[config.mk]
export PLATFORM = sky130hd
export DESIGN_NAME = thunder_sequencer
export DESIGN_NICKNAME = d
export VERILOG_FILES = /design/src/rtl/thunder_sequencer.sv
export SDC_FILE = /design/constraint.sdc
export NUM_CORES = 1
export LEC_CHECK = 0
export CORE_ASPECT_RATIO = 0.7
export CORE_UTILIZATION = 57
export CTS_BUF_LIST = sky130_fd_sc_hd__clkbuf_4
export DETAILED_ROUTE_END_ITERATION = 8
export GPL_ROUTABILITY_DRIVEN = 0
export PLACE_DENSITY = 0.8
export SETUP_SLACK_MARGIN = 0.1
export SLEW_MARGIN = 20
export SYNTH_ARGS = -nofsm -noshare
export SYNTH_HDL_FRONTEND = slang
export SYNTH_SLANG_ARGS = --single-unit
[constraint.sdc]
create_clock -name Clock -period 2.46 [get_ports Clock]
set_input_delay 0.492 -clock Clock [delete_from_list [all_inputs] [get_ports Clock]]
set_output_delay 0.492 -clock Clock [all_outputs]
set_load 0.02 [all_outputs]
[src/rtl/thunder_sequencer.sv]
// Thunderbird tail-light sequencer: switch synchronisation, mode arbitration and sweep timing.
// Optional per-switch debouncing is enabled by defining THUNDER_DEBOUNCE_EN.
module thunder_sequencer #(
    parameter int TICK_DIV   = 625000,
    parameter int CTN_MAX    = 79,
    parameter int DEB_CYCLES = 500000
) (
    input  logic       Clock,
    input  logic       Resetn,
    input  logic       left_sw,
    input  logic       right_sw,
    input  logic       hazard_sw,
    output logic [1:0] state,
    output logic [7:0] ctn,
    output logic       tick,
    output logic       seq_end
);

    typedef enum logic [1:0] {
        IDLE  = 2'd0,
        LEFT  = 2'd1,
        RIGHT = 2'd2,
        HAZ   = 2'd3
    } mode_t;

    localparam int PW = (TICK_DIV > 2) ? $clog2(TICK_DIV) : 1;
    localparam logic [PW-1:0] PRESC_LAST = PW'(TICK_DIV - 1);
    localparam logic [7:0]    CTN_LAST   = 8'(CTN_MAX);

    if (TICK_DIV < 2) begin : g_bad_tick_div
        $error("thunder_sequencer: TICK_DIV must be at least 2");
    end
    if (CTN_MAX > 255 || CTN_MAX < 0) begin : g_bad_ctn_max
        $error("thunder_sequencer: CTN_MAX must be in 0..255");
    end
    if (DEB_CYCLES < 1) begin : g_bad_deb_cycles
        $error("thunder_sequencer: DEB_CYCLES must be at least 1");
    end

    logic [2:0] sync1;
    logic [2:0] sync2;
    logic [2:0] sw;

    // Bit order throughout: {hazard, right, left}.
    always_ff @(posedge Clock) begin
        if (!Resetn) begin
            sync1 <= '0;
            sync2 <= '0;
        end else begin
            sync1 <= {hazard_sw, right_sw, left_sw};
            sync2 <= sync1;
        end
    end

`ifdef THUNDER_DEBOUNCE_EN
    localparam int DW = $clog2(DEB_CYCLES + 1);

    logic [2:0]    deb_val;
    logic [DW-1:0] deb_cnt [3];

    // A new level is accepted only after DEB_CYCLES consecutive cycles; any reversion restarts.
    always_ff @(posedge Clock) begin
        if (!Resetn) begin
            deb_val <= '0;
            for (int i = 0; i < 3; i++) begin
                deb_cnt[i] <= '0;
            end
        end else begin
            for (int i = 0; i < 3; i++) begin
                if (sync2[i] != deb_val[i]) begin
                    if (deb_cnt[i] == DW'(DEB_CYCLES - 1)) begin
                        deb_val[i] <= sync2[i];
                        deb_cnt[i] <= '0;
                    end else begin
                        deb_cnt[i] <= deb_cnt[i] + 1'b1;
                    end
                end else begin
                    deb_cnt[i] <= '0;
                end
            end
        end
    end

    assign sw = deb_val;
`else
    assign sw = sync2;
`endif

    mode_t req;

    always_comb begin
        req = IDLE;
        if (sw[2] || (sw[0] && sw[1])) begin
            req = HAZ;
        end else if (sw[0]) begin
            req = LEFT;
        end else if (sw[1]) begin
            req = RIGHT;
        end
    end

    mode_t         state_q;
    logic [PW-1:0] presc;
    logic          at_step;

    assign at_step = (presc == PRESC_LAST);
    assign state   = state_q;

    // Mode changes other than hazard preemption are deferred to the wrap step so a sweep always
    // completes; a wrap that lands in IDLE suppresses its pulses so nothing fires while idle.
    always_ff @(posedge Clock) begin
        if (!Resetn) begin
            state_q <= IDLE;
            presc   <= '0;
            ctn     <= '0;
            tick    <= 1'b0;
            seq_end <= 1'b0;
        end else begin
            tick    <= 1'b0;
            seq_end <= 1'b0;
            if (state_q == IDLE) begin
                presc   <= '0;
                ctn     <= '0;
                state_q <= req;
            end else if (state_q != HAZ && req == HAZ) begin
                state_q <= HAZ;
                presc   <= '0;
                ctn     <= '0;
            end else if (at_step) begin
                presc <= '0;
                if (ctn == CTN_LAST) begin
                    ctn     <= '0;
                    state_q <= req;
                    tick    <= (req != IDLE);
                    seq_end <= (req != IDLE);
                end else begin
                    ctn  <= ctn + 8'd1;
                    tick <= 1'b1;
                end
            end else begin
                presc <= presc + 1'b1;
            end
        end
    end

endmodule

==> impl_metrics.yaml <==
synthesis:
  yosysTopAreaCell: "dfxtp_1"
  ys_seq_area_share_pct: 48.6
  ys.flop_type: "dfxtp_1"
  yosysWarnings: 0
  async_flop_share_pct: 0
  avgSynthCellArea_um2: 9.00
  synth.top_cell.area_share_pct: 48.6
  synth-edff-count: 0
  synthesis.nets: 181
  syn_area_um2: 1570
  netlist_instances: 174
  synth.most_common_cell: "dfxtp_1"
  synth.area.top_cells: "dfxtp_1, nor2_1, xor2_1"
  ys_seq_elements: 38
  synth_commonest_cells: "dfxtp_1, nor2_1, xor2_1"
  synth_cell_types: 30
power_and_ir_drop:
  p_sw_share_pct: 21.2
  finalPower_mw: 1.08
  combPwrFrac_pct: 3.7
  p_switching_mw: 0.230
  peakVddDrop_mv: 0.419
  p_per_area_nw_per_um2: 581
  clkPwrFrac_pct: 38.3
  p_leak_nw: 0.611
  p_int_mw: 0.852
  p_seq_share_pct: 58.0
cts:
  clk_pin_slew_ns: 0.11
  clk_path_buf_depth: 2
  cts_tree: "done"
  cts_buffers: 5
  htree_levels: 2
  cts.sinks: 38
  post_cts_buffers: 0
  cts-root-buf: "clkbuf_4"
  insertion_delay_ns: 0.35
layout:
  drive_above_1_share_pct: 6.60
  antennaDiodeCount: 0
  layout.nets: 203
  syn_to_final_growth_pct: 18.9
route:
  ant_nets: 0
  routedWlPerCell_um: 13.0
  num_vias: 1285
  routed_wl_mm: 3.01
  drt_first_pass_iters: 4
  drt_iter0_markers: 106
  avgViaCountPerCell: 5.56
  drc: 0
floorplanning:
  die_x_um: 64.7
  dieArea_um2: 2970
  core_region_area_um2: 2530
  io_pins: 17
  die_h_um: 45.9
  start_util_pct: 61.8
  fp-row-count: 15
worst_hold_path:
  hp-start: "sync1[0]"
  hold_class: "reg2reg"
placed_design:
  port_buffers: 16
  hpwl_mm: 2.11
sta:
  holdWs_ns: 0.446
  setup_tns_ns: 0
  tightest_slew_ns: 0.681
  hold_viol: 0
  slew_viol_final: 0
  grt_setup_unrepaired: "no"
  setup_violations: 0
  period_minus_slack_ns: 2.29
  fin_crit_sh_pct: 92.9
  slew_headroom_pct: 54.2
  fmax_mhz: 437
  skew_ns: 0.00672
grt:
  grt_pass1_wl_mm: 5.12
  antenna_found_initial: 0
  grt_overflow_total: 0
  grt_pass1_vias: 1143
  grt_util_all_layers_pct: 24.2
  grt_max_degree: 20
worst_setup_path:
  critPathLaunchType: "flop"
  cp_max_fo: 14
  critPathRequiredTime_ns: 2.74
  critPathLaunch: "presc[13]"
  cp.arrival_ns: 2.57
  worstSetupPathType: "reg2reg"
  endpoint_kind: "flop"
  worstReg2RegStart: "presc[13]"
  r2r_slack_ns: 0.17
job:
  cap_violations: 0
status:
  outcome: "finished clean"
==> layout by cell type (no fill, tap or decap) <==
cell,count
a211oi_1,1
a21boi_0,1
a21oi_1,7
and2_1,7
and3_1,3
buf_4,4
bufinv_16,1
clkbuf_4,5
clkdlybuf4s50_1,16
clkinv_2,2
dfxtp_1,38
ha_1,2
inv_1,4
maj3_1,1
mux2i_1,3
nand2_1,9
nand2b_1,1
nand3_1,8
nand4_1,10
nor2_1,28
nor2b_1,1
nor3_1,2
nor3b_1,1
nor4_1,4
nor4b_1,2
nor4b_2,1
o21a_1,1
o21ai_0,6
o31ai_1,1
or3_1,3
or3b_1,1
or4_1,4
xnor2_1,8
xor2_1,11
==> cell families (layout without fill, tap and decap cells) <==
logic type      count (synthesis)  after routing  synth area share [%]
simple gates                   85             85                  28.3
compound gates                 17             17                  6.07
flops                          38             38                  48.6
xor+xnor                       19             19                  10.6
fa+ha+maj                       3              3                  2.24
mux                             3              3                  1.92
buf+inv                         9             32                  2.32
==> metrics by stage <==
| stage | std cells | cell area [um^2] | setup WS, ns | util (%) |
|---|---|---|---|---|
| floorplan | 174 | 1570 | 0.396 | - |
| global placement | 223 | 1780 | 0.346 | 70.2 |
| detailed placement | 223 | 1780 | 0.253 | 70.2 |
| CTS | 231 | 1860 | 0.166 | 73.2 |
| global route | 231 | 1860 | 0.0959 | 73.5 |
| finish | 231 | 1860 | 0.174 | 73.5 |
==> layer usage <==
metal | vias to the layer above | global-route usage, % | routed length [um]
met2 | 29 | 38.3 | 1350
met3 | 9 | 6.75 | 126
met5 | - | 0 | 0
met1 | 591 | 30.8 | 1480
met4 | 0 | 12.4 | 55
li1 | 656 | - | -
==> cell type report <==
| type | instances | area, um^2 |
|---|---|---|
| clock buffer | 5 | 37.5 |
| clock inverter | 3 | 40.0 |
| fill | 199 | 672 |
| inverter | 4 | 15.0 |
| multi-input combinational | 127 | 776 |
| sequential | 38 | 761 |
| tap | 34 | 42.5 |
| timing repair buffer | 20 | 190 |
==> final timing paths <==
kind             to  cells past startpoint
max          ctn[3]                      6
min reg2reg   sw[0]                      1
min           sw[0]                      1
max reg2reg  ctn[3]                      6
==> registers in the layout, summed over array words and instances (netlist names) <==
register and cells:
sync1 3, presc 20, seq_end 1, ctn 8, tick 1, state 2
sw 3
==> worst max-delay path: stages, from the launching register on <==
cell,delay (ns)
dfxtp_1,0.37
nor4b_1,0.35
nand4_1,0.22
or4_1,0.54
buf_4,0.20
or3b_1,0.38
a21oi_1,0.15
==> power by group through the flow <==
stage	Sequential (mW)	Combinational (mW)	Clock (mW)
floorplan	0.643	0.0221	0
global placement	0.641	0.0391	0
detailed placement	0.641	0.0406	0
CTS	0.627	0.0408	0.425
global route	0.629	0.0445	0.450
finish	0.627	0.0403	0.414
==> repair_timing <==
item / 4_1_cts / 5_1_grt
gates resized for setup: 0 / 1
endpoints found under the setup margin: 0 / 7
hold buffers: 0 / 0
endpoints found under the hold margin: 0 / 0
No activity file was read; power rests on OpenSTA's default activity.
==> variant 1, RTL diff (same flow settings) <==
Add an input register stage for `left_sw`, `right_sw` and `hazard_sw`, with the module's reset; this delays them by one clock.
--- a/src/rtl/thunder_sequencer.sv
+++ b/src/rtl/thunder_sequencer.sv
@@ -28,4 +28,20 @@
     localparam logic [7:0]    CTN_LAST   = 8'(CTN_MAX);
 
+    logic left_sw_q;
+    logic right_sw_q;
+    logic hazard_sw_q;
+
+    always_ff @(posedge Clock) begin
+        if (!Resetn) begin
+            left_sw_q   <= '0;
+            right_sw_q  <= '0;
+            hazard_sw_q <= '0;
+        end else begin
+            left_sw_q   <= left_sw;
+            right_sw_q  <= right_sw;
+            hazard_sw_q <= hazard_sw;
+        end
+    end
+
     if (TICK_DIV < 2) begin : g_bad_tick_div
         $error("thunder_sequencer: TICK_DIV must be at least 2");
@@ -48,5 +64,5 @@
             sync2 <= '0;
         end else begin
-            sync1 <= {hazard_sw, right_sw, left_sw};
+            sync1 <= {hazard_sw_q, right_sw_q, left_sw_q};
             sync2 <= sync1;
         end
Function: changed (a bounded check fails within 4 cycles, from zero or initial values and one cycle with Resetn low).
==> variant 1 against the original RTL <==
  * Clock power decreased by 24%
  * Sequential cell count is 3 higher
  * Sequential power grew 7.7%
  * Final area is 4.0% higher
  * Area after synthesis increased by 6.1%
  * Clock skew rose by 1.1 ps
  * Hold slack got worse by 1.1 ps
  * Worst setup slack improved by 8.1 ps
  * Combinational power decreased by 27%
  * Wire length is 9.3% higher
  * Via count is 5.5% higher
  * Power down 5.9%
  * Highest routed layer unchanged
==> variant 1: results (changes against the original RTL) <==
Drt:
- The initial detailed-routing violation count came to 79 (was 106).
- The detailed-router iteration count before antenna repair is 4 (unchanged).
- The average vias per placed instance is 5.674 (was 5.563).
- The final wirelength is 3.295 mm (was 3.014 mm).

Status:
- Run status: finished, final reports clean (unchanged).

Critical path:
- The worst reg2reg path startpoint is presc[13] (unchanged).
- The number of cells on the worst reg-to-reg path came to 5 (was 6).
- The top fanout value on the critical path is 13 (was 14).
- The worst reg-to-reg setup slack is 180 ps.
- The cell type of the slowest stage on the worst timing path is sky130_fd_sc_hd__or4_4 (was sky130_fd_sc_hd__or4_1).
- The critical path's largest stage delay is 610 ps (was 540 ps).
- The capture point of the worst reg-to-reg path was ctn[4] (was ctn[3]).

Global routing:
- The global-route total usage across every layer was 24.69% (was 24.20%).
- The global routing usage on met2 is 42.45% (was 38.32%).
- The global routing usage on met3 is 5.825% (was 6.750%).
- The number of global-route vias before repair was 1246 (was 1143).
- The global-route wire length before repair is 5.499 mm (was 5.119 mm).
- The met1 usage is 29.82% (was 30.77%).

Finish:
- The net count reported at finish is 211 (was 203).
- The fraction of final layout cells with drive strength greater than 1 was 7.317% (was 6.599%).

STA:
- The worst-margin pin slew is 638.3 ps (was 681.1 ps).
- The worst hold slack is 444.9 ps (was 446.0 ps).
- The worst clock skew on the final layout is 7.811 ps (was 6.720 ps).

Power:
- The static leakage is 0.6307 nW (was 0.6111 nW).
- The net switching share of the total power is 22.45% (was 21.23%).
- The peak supply drop was 0.4469 mV (was 0.4194 mV).

Yosys:
- The proportion of synthesized chip area in sequential cells is 49.40% (was 48.56%).
- The number of nets produced by synthesis is 188 (was 181).
- Most numerous cell types in the synthesized netlist: sky130_fd_sc_hd__dfxtp_1, sky130_fd_sc_hd__nor2_1, sky130_fd_sc_hd__xor2_1 (unchanged).
- Cell types with the largest area share after synthesis: sky130_fd_sc_hd__dfxtp_1, sky130_fd_sc_hd__nor2_1, sky130_fd_sc_hd__xor2_1 (unchanged).
- The number of different library cells in the post-synthesis netlist was 32 (was 30).

Clocking:
- The largest buffer count on any clock path is 2 (unchanged).
- The clock-pin slew on the worst setup and hold paths is 110 ps (about the same).

Placement:
- The detailed placer's ending HPWL is 2.360 mm (was 2.105 mm).
- The post-place setup slack came to 230.6 ps (was 253.5 ps).

Min path:
- The startpoint of the worst hold path is left_sw_q (was sync1[0]).
- The endpoint of the worst hold-timing path is sync1[0] (was sw[0]).
[variant 1: cell count changes after synthesis, sizes merged]
cell   unedited run  this run
and2              7        10
dfxtp            38        41
or4               4         5
[variant 1: stage by stage]
stage	power, mW	cells
floorplan	0.7068	181
global placement	0.7183	228
detailed placement	0.7195	228
CTS	1.029	236
global route	1.061	239
finish	1.017	239
[variant 1: routing by layer]
metal | part of all wire (%) | vias to the layer above
li1 | - | 673
met1 | 45 | 627
met2 | 47 | 46
met3 | 5.1 | 10
met4 | 2.2 | 0
met5 | 0 | -
[variant 1: worst max-delay path by stage]
stage / from / end / slack, ps / depth (start not counted)
floorplan: presc[12] / ctn[4] / 460 / 5
global placement: presc[13] / ctn[4] / 250 / 5
detailed placement: presc[13] / ctn[4] / 230 / 5
CTS: presc[13] / ctn[4] / 200 / 5
global route: presc[8] / ctn[4] / 170 / 5
finish: presc[13] / ctn[4] / 180 / 5
[variant 1: cell families after synthesis]
| kind of cell | after synthesis | synth area share (%) |
|---|---|---|
| and+or+nand+nor | 89 | 28.77 |
| adders and majority gates | 3 | 2.108 |
| AOI/OAI and AO/OA | 17 | 5.723 |
| xor gates and xnor gates | 19 | 10.02 |
| buffers and inverters | 9 | 2.183 |
| DFF | 41 | 49.40 |
| muxes | 3 | 1.807 |
[variant 1: area by class of cell]
| type | instances | area, µm² |
|---|---|---|
| Multi-Input combinational cell | 131 | 810.8 |
| Timing Repair Buffer | 21 | 197.7 |
| Sequential cell | 41 | 820.8 |
| Clock buffer | 5 | 37.54 |
| Clock inverter | 3 | 12.51 |
| Fill cell | 200 | 671.9 |
| Inverter | 4 | 15.01 |
| Tap cell | 34 | 42.54 |
[variant 1: power by group through the flow]
stage | Clock, mW | Sequential, mW | Combinational (mW)
finish | 0.313 | 0.675 | 0.0294
global route | 0.352 | 0.676 | 0.0336
CTS | 0.325 | 0.675 | 0.0298
detailed placement | 0 | 0.690 | 0.0297
global placement | 0 | 0.689 | 0.0290
floorplan | 0 | 0.690 | 0.0165
[variant 1: timing repair]
action	in CTS	in global routing
hold buffers	0	0
setup endpoints to repair	0	2
buffers inserted	0	3
gates resized for setup	0	1
==> variant 2, RTL diff (same flow settings) <==
Made on the original files. `TICK_DIV`: 625000 -> 312500.
--- a/src/rtl/thunder_sequencer.sv
+++ b/src/rtl/thunder_sequencer.sv
@@ -2,5 +2,5 @@
 // Optional per-switch debouncing is enabled by defining THUNDER_DEBOUNCE_EN.
 module thunder_sequencer #(
-    parameter int TICK_DIV   = 625000,
+    parameter int TICK_DIV   = 312500,
     parameter int CTN_MAX    = 79,
     parameter int DEB_CYCLES = 500000
Function: no difference found for any inputs over 10 cycles, from zero or initial values and one cycle with Resetn low; that may be too few to reach the edited logic, so the function may still have changed.
==> variant 2 against the original RTL <==
  * Sequential power is 2% lower
  * Sequential cell count is 1 lower
  * Area after synthesis is 6.9% higher
  * Non-clock buffer count is 2 lower
  * Power is 1.2% higher
  * Final area is 4.0% higher
  * Fmax is 8.2% higher
  * Worst setup slack better by 170 ps
  * Clock power is 3% higher
  * Wire length is 16% higher
  * Die area is 6.7% higher
  * Critical path type unchanged
==> variant 2: results (changes against the original RTL) <==
Critical path:
- The startpoint-to-endpoint class of the critical path is flop to flop (unchanged).
- The worst reg2reg path startpoint is presc[2] (was presc[13]).
- The critical path's top delay family is simple AND/OR/NAND/NOR gates (unchanged).
- The critical path's largest stage delay was 510 ps (was 540 ps).
- The worst reg-to-reg setup slack is 350 ps (was 170 ps).
- The arrival time of the worst setup path is 2360 ps (was 2570 ps).
- The cell type of the slowest stage on the worst timing path was sky130_fd_sc_hd__o211ai_2 (was sky130_fd_sc_hd__or4_1).

Drt:
- The routed metal-1 wirelength is 1.584 mm (was 1.481 mm).
- The total met2 wirelength after detailed routing is 1.683 mm (was 1.351 mm).
- The amount of wire on met3 after detailed routing is 191 µm (was 126 µm).
- The initial detailed-routing violation count is 68 (was 106).
- The total via count in the routed design came to 1472 (was 1285).
- The final wirelength is 3.507 mm (was 3.014 mm).

Finish:
- Leading registers by flop count: presc (19), ctn (8) (was presc (20), ctn (8)).
- The fraction of final layout cells with drive strength greater than 1 was 8.333% (was 6.599%).
- The filler cell count in the final layout is 236 (was 199).
- The net count reported at finish is 210 (was 203).
- The number of inserted diodes is 0 (unchanged).

Clocking:
- The H-tree depth was 2 (unchanged).
- The CTS buffer count is 5 (unchanged).
- The largest buffer count on any clock path was 2 (unchanged).
- The cell at the root of the clock tree is sky130_fd_sc_hd__clkbuf_4 (unchanged).

Global routing:
- The largest net degree at the start of global routing is 15 (was 20).
- The met1 usage came to 27.94% (was 30.77%).
- The number of global-route vias before repair was 1285 (was 1143).
- The global-route wire length before repair is 5.478 mm (was 5.119 mm).
- The global-route total usage across every layer came to 24.71% (was 24.20%).
- The global routing usage on met3 is 9.951% (was 6.750%).
- The global routing usage on met2 is 42.42% (was 38.32%).

Yosys:
- Most numerous cell types in the synthesized netlist: sky130_fd_sc_hd__dfxtp_1, sky130_fd_sc_hd__nor2_1, sky130_fd_sc_hd__nand3_1 (was sky130_fd_sc_hd__dfxtp_1, sky130_fd_sc_hd__nor2_1, sky130_fd_sc_hd__xor2_1).
- The most instantiated flip-flop cell in the synthesis netlist is sky130_fd_sc_hd__dfxtp_1 (unchanged).
- The number of different library cells in the post-synthesis netlist is 42 (was 30).
- The number of nets produced by synthesis is 193 (was 181).
- The proportion of synthesized chip area in sequential cells is 44.21% (was 48.56%).
- Cell types with the largest area share after synthesis: sky130_fd_sc_hd__dfxtp_1, sky130_fd_sc_hd__xor2_1, sky130_fd_sc_hd__nand3_1 (was sky130_fd_sc_hd__dfxtp_1, sky130_fd_sc_hd__nor2_1, sky130_fd_sc_hd__xor2_1).

Power:
- The static leakage is 0.6193 nW (was 0.6111 nW).
- The peak supply drop was 0.3221 mV (was 0.4194 mV).

Placement:
- The detailed placer's ending HPWL was 2.536 mm (was 2.105 mm).

STA:
- The worst clock skew on the final layout is 11.95 ps (was 6.720 ps).
- The headroom to the max-slew limit is 50.26% (was 54.17%).

Status:
- Run status: finished, final reports clean (unchanged).

Min path:
- The class of the worst hold path is flop to flop (unchanged).
[variant 2: path summary, 6_finish.rpt]
kind | to | cells past startpoint
worst min-delay path | sw[0] | 1
worst max-delay path | presc[9] | 5
worst min register to register | sw[0] | 1
worst max register to register | presc[9] | 5
[variant 2: final cells by class]
| class | instances | share of cell area, % |
|---|---|---|
| multi-input cells | 137 | 45.28 |
| flip-flops and latches | 37 | 38.24 |
| repair buffers | 18 | 9.044 |
| clock inverters | 3 | 2.390 |
| well taps | 36 | 2.326 |
| clock buffers | 5 | 1.938 |
| inverters | 4 | 0.7752 |
[variant 2: worst register-to-register path, cell delays in order, from the launching register on]
cell                       delay, ps
sky130_fd_sc_hd__dfxtp_1         380
sky130_fd_sc_hd__nor4_1          380
sky130_fd_sc_hd__nand3_1         420
sky130_fd_sc_hd__o211ai_2        520
sky130_fd_sc_hd__buf_4           250
sky130_fd_sc_hd__nor2_1           60
[variant 2: stage by stage]
step	hold WS (ps)	setup WS, ps	cells	instance area, µm²
final	447.8	346.7	240	1937
after global routing	454.3	202.8	240	1937
after CTS	450.0	351.0	240	1937
after detailed placement	420.6	394.2	232	1853
after global placement	414.9	457.5	232	1853
after floorplan	411.9	561.3	186	1675
[variant 2: cells by family (layout without fill, tap and decap cells)]
group,count (synthesis),in the layout,share of synthesized area [%]
AND/OR/NAND/NOR,85,85,29.28
buffers and inverters,12,30,3.434
XOR/XNOR,11,11,5.750
flip-flops,37,37,44.21
AO/OA/AOI/OAI,38,38,15.24
adder cells (fa/ha/maj),3,3,2.091
[variant 2: where the power goes]
group,total (mW),internal [mW],switching [mW]
combinational,0.0504,0.0236,0.0268
sequential,0.615,0.608,0.00741
clock,0.428,0.215,0.213
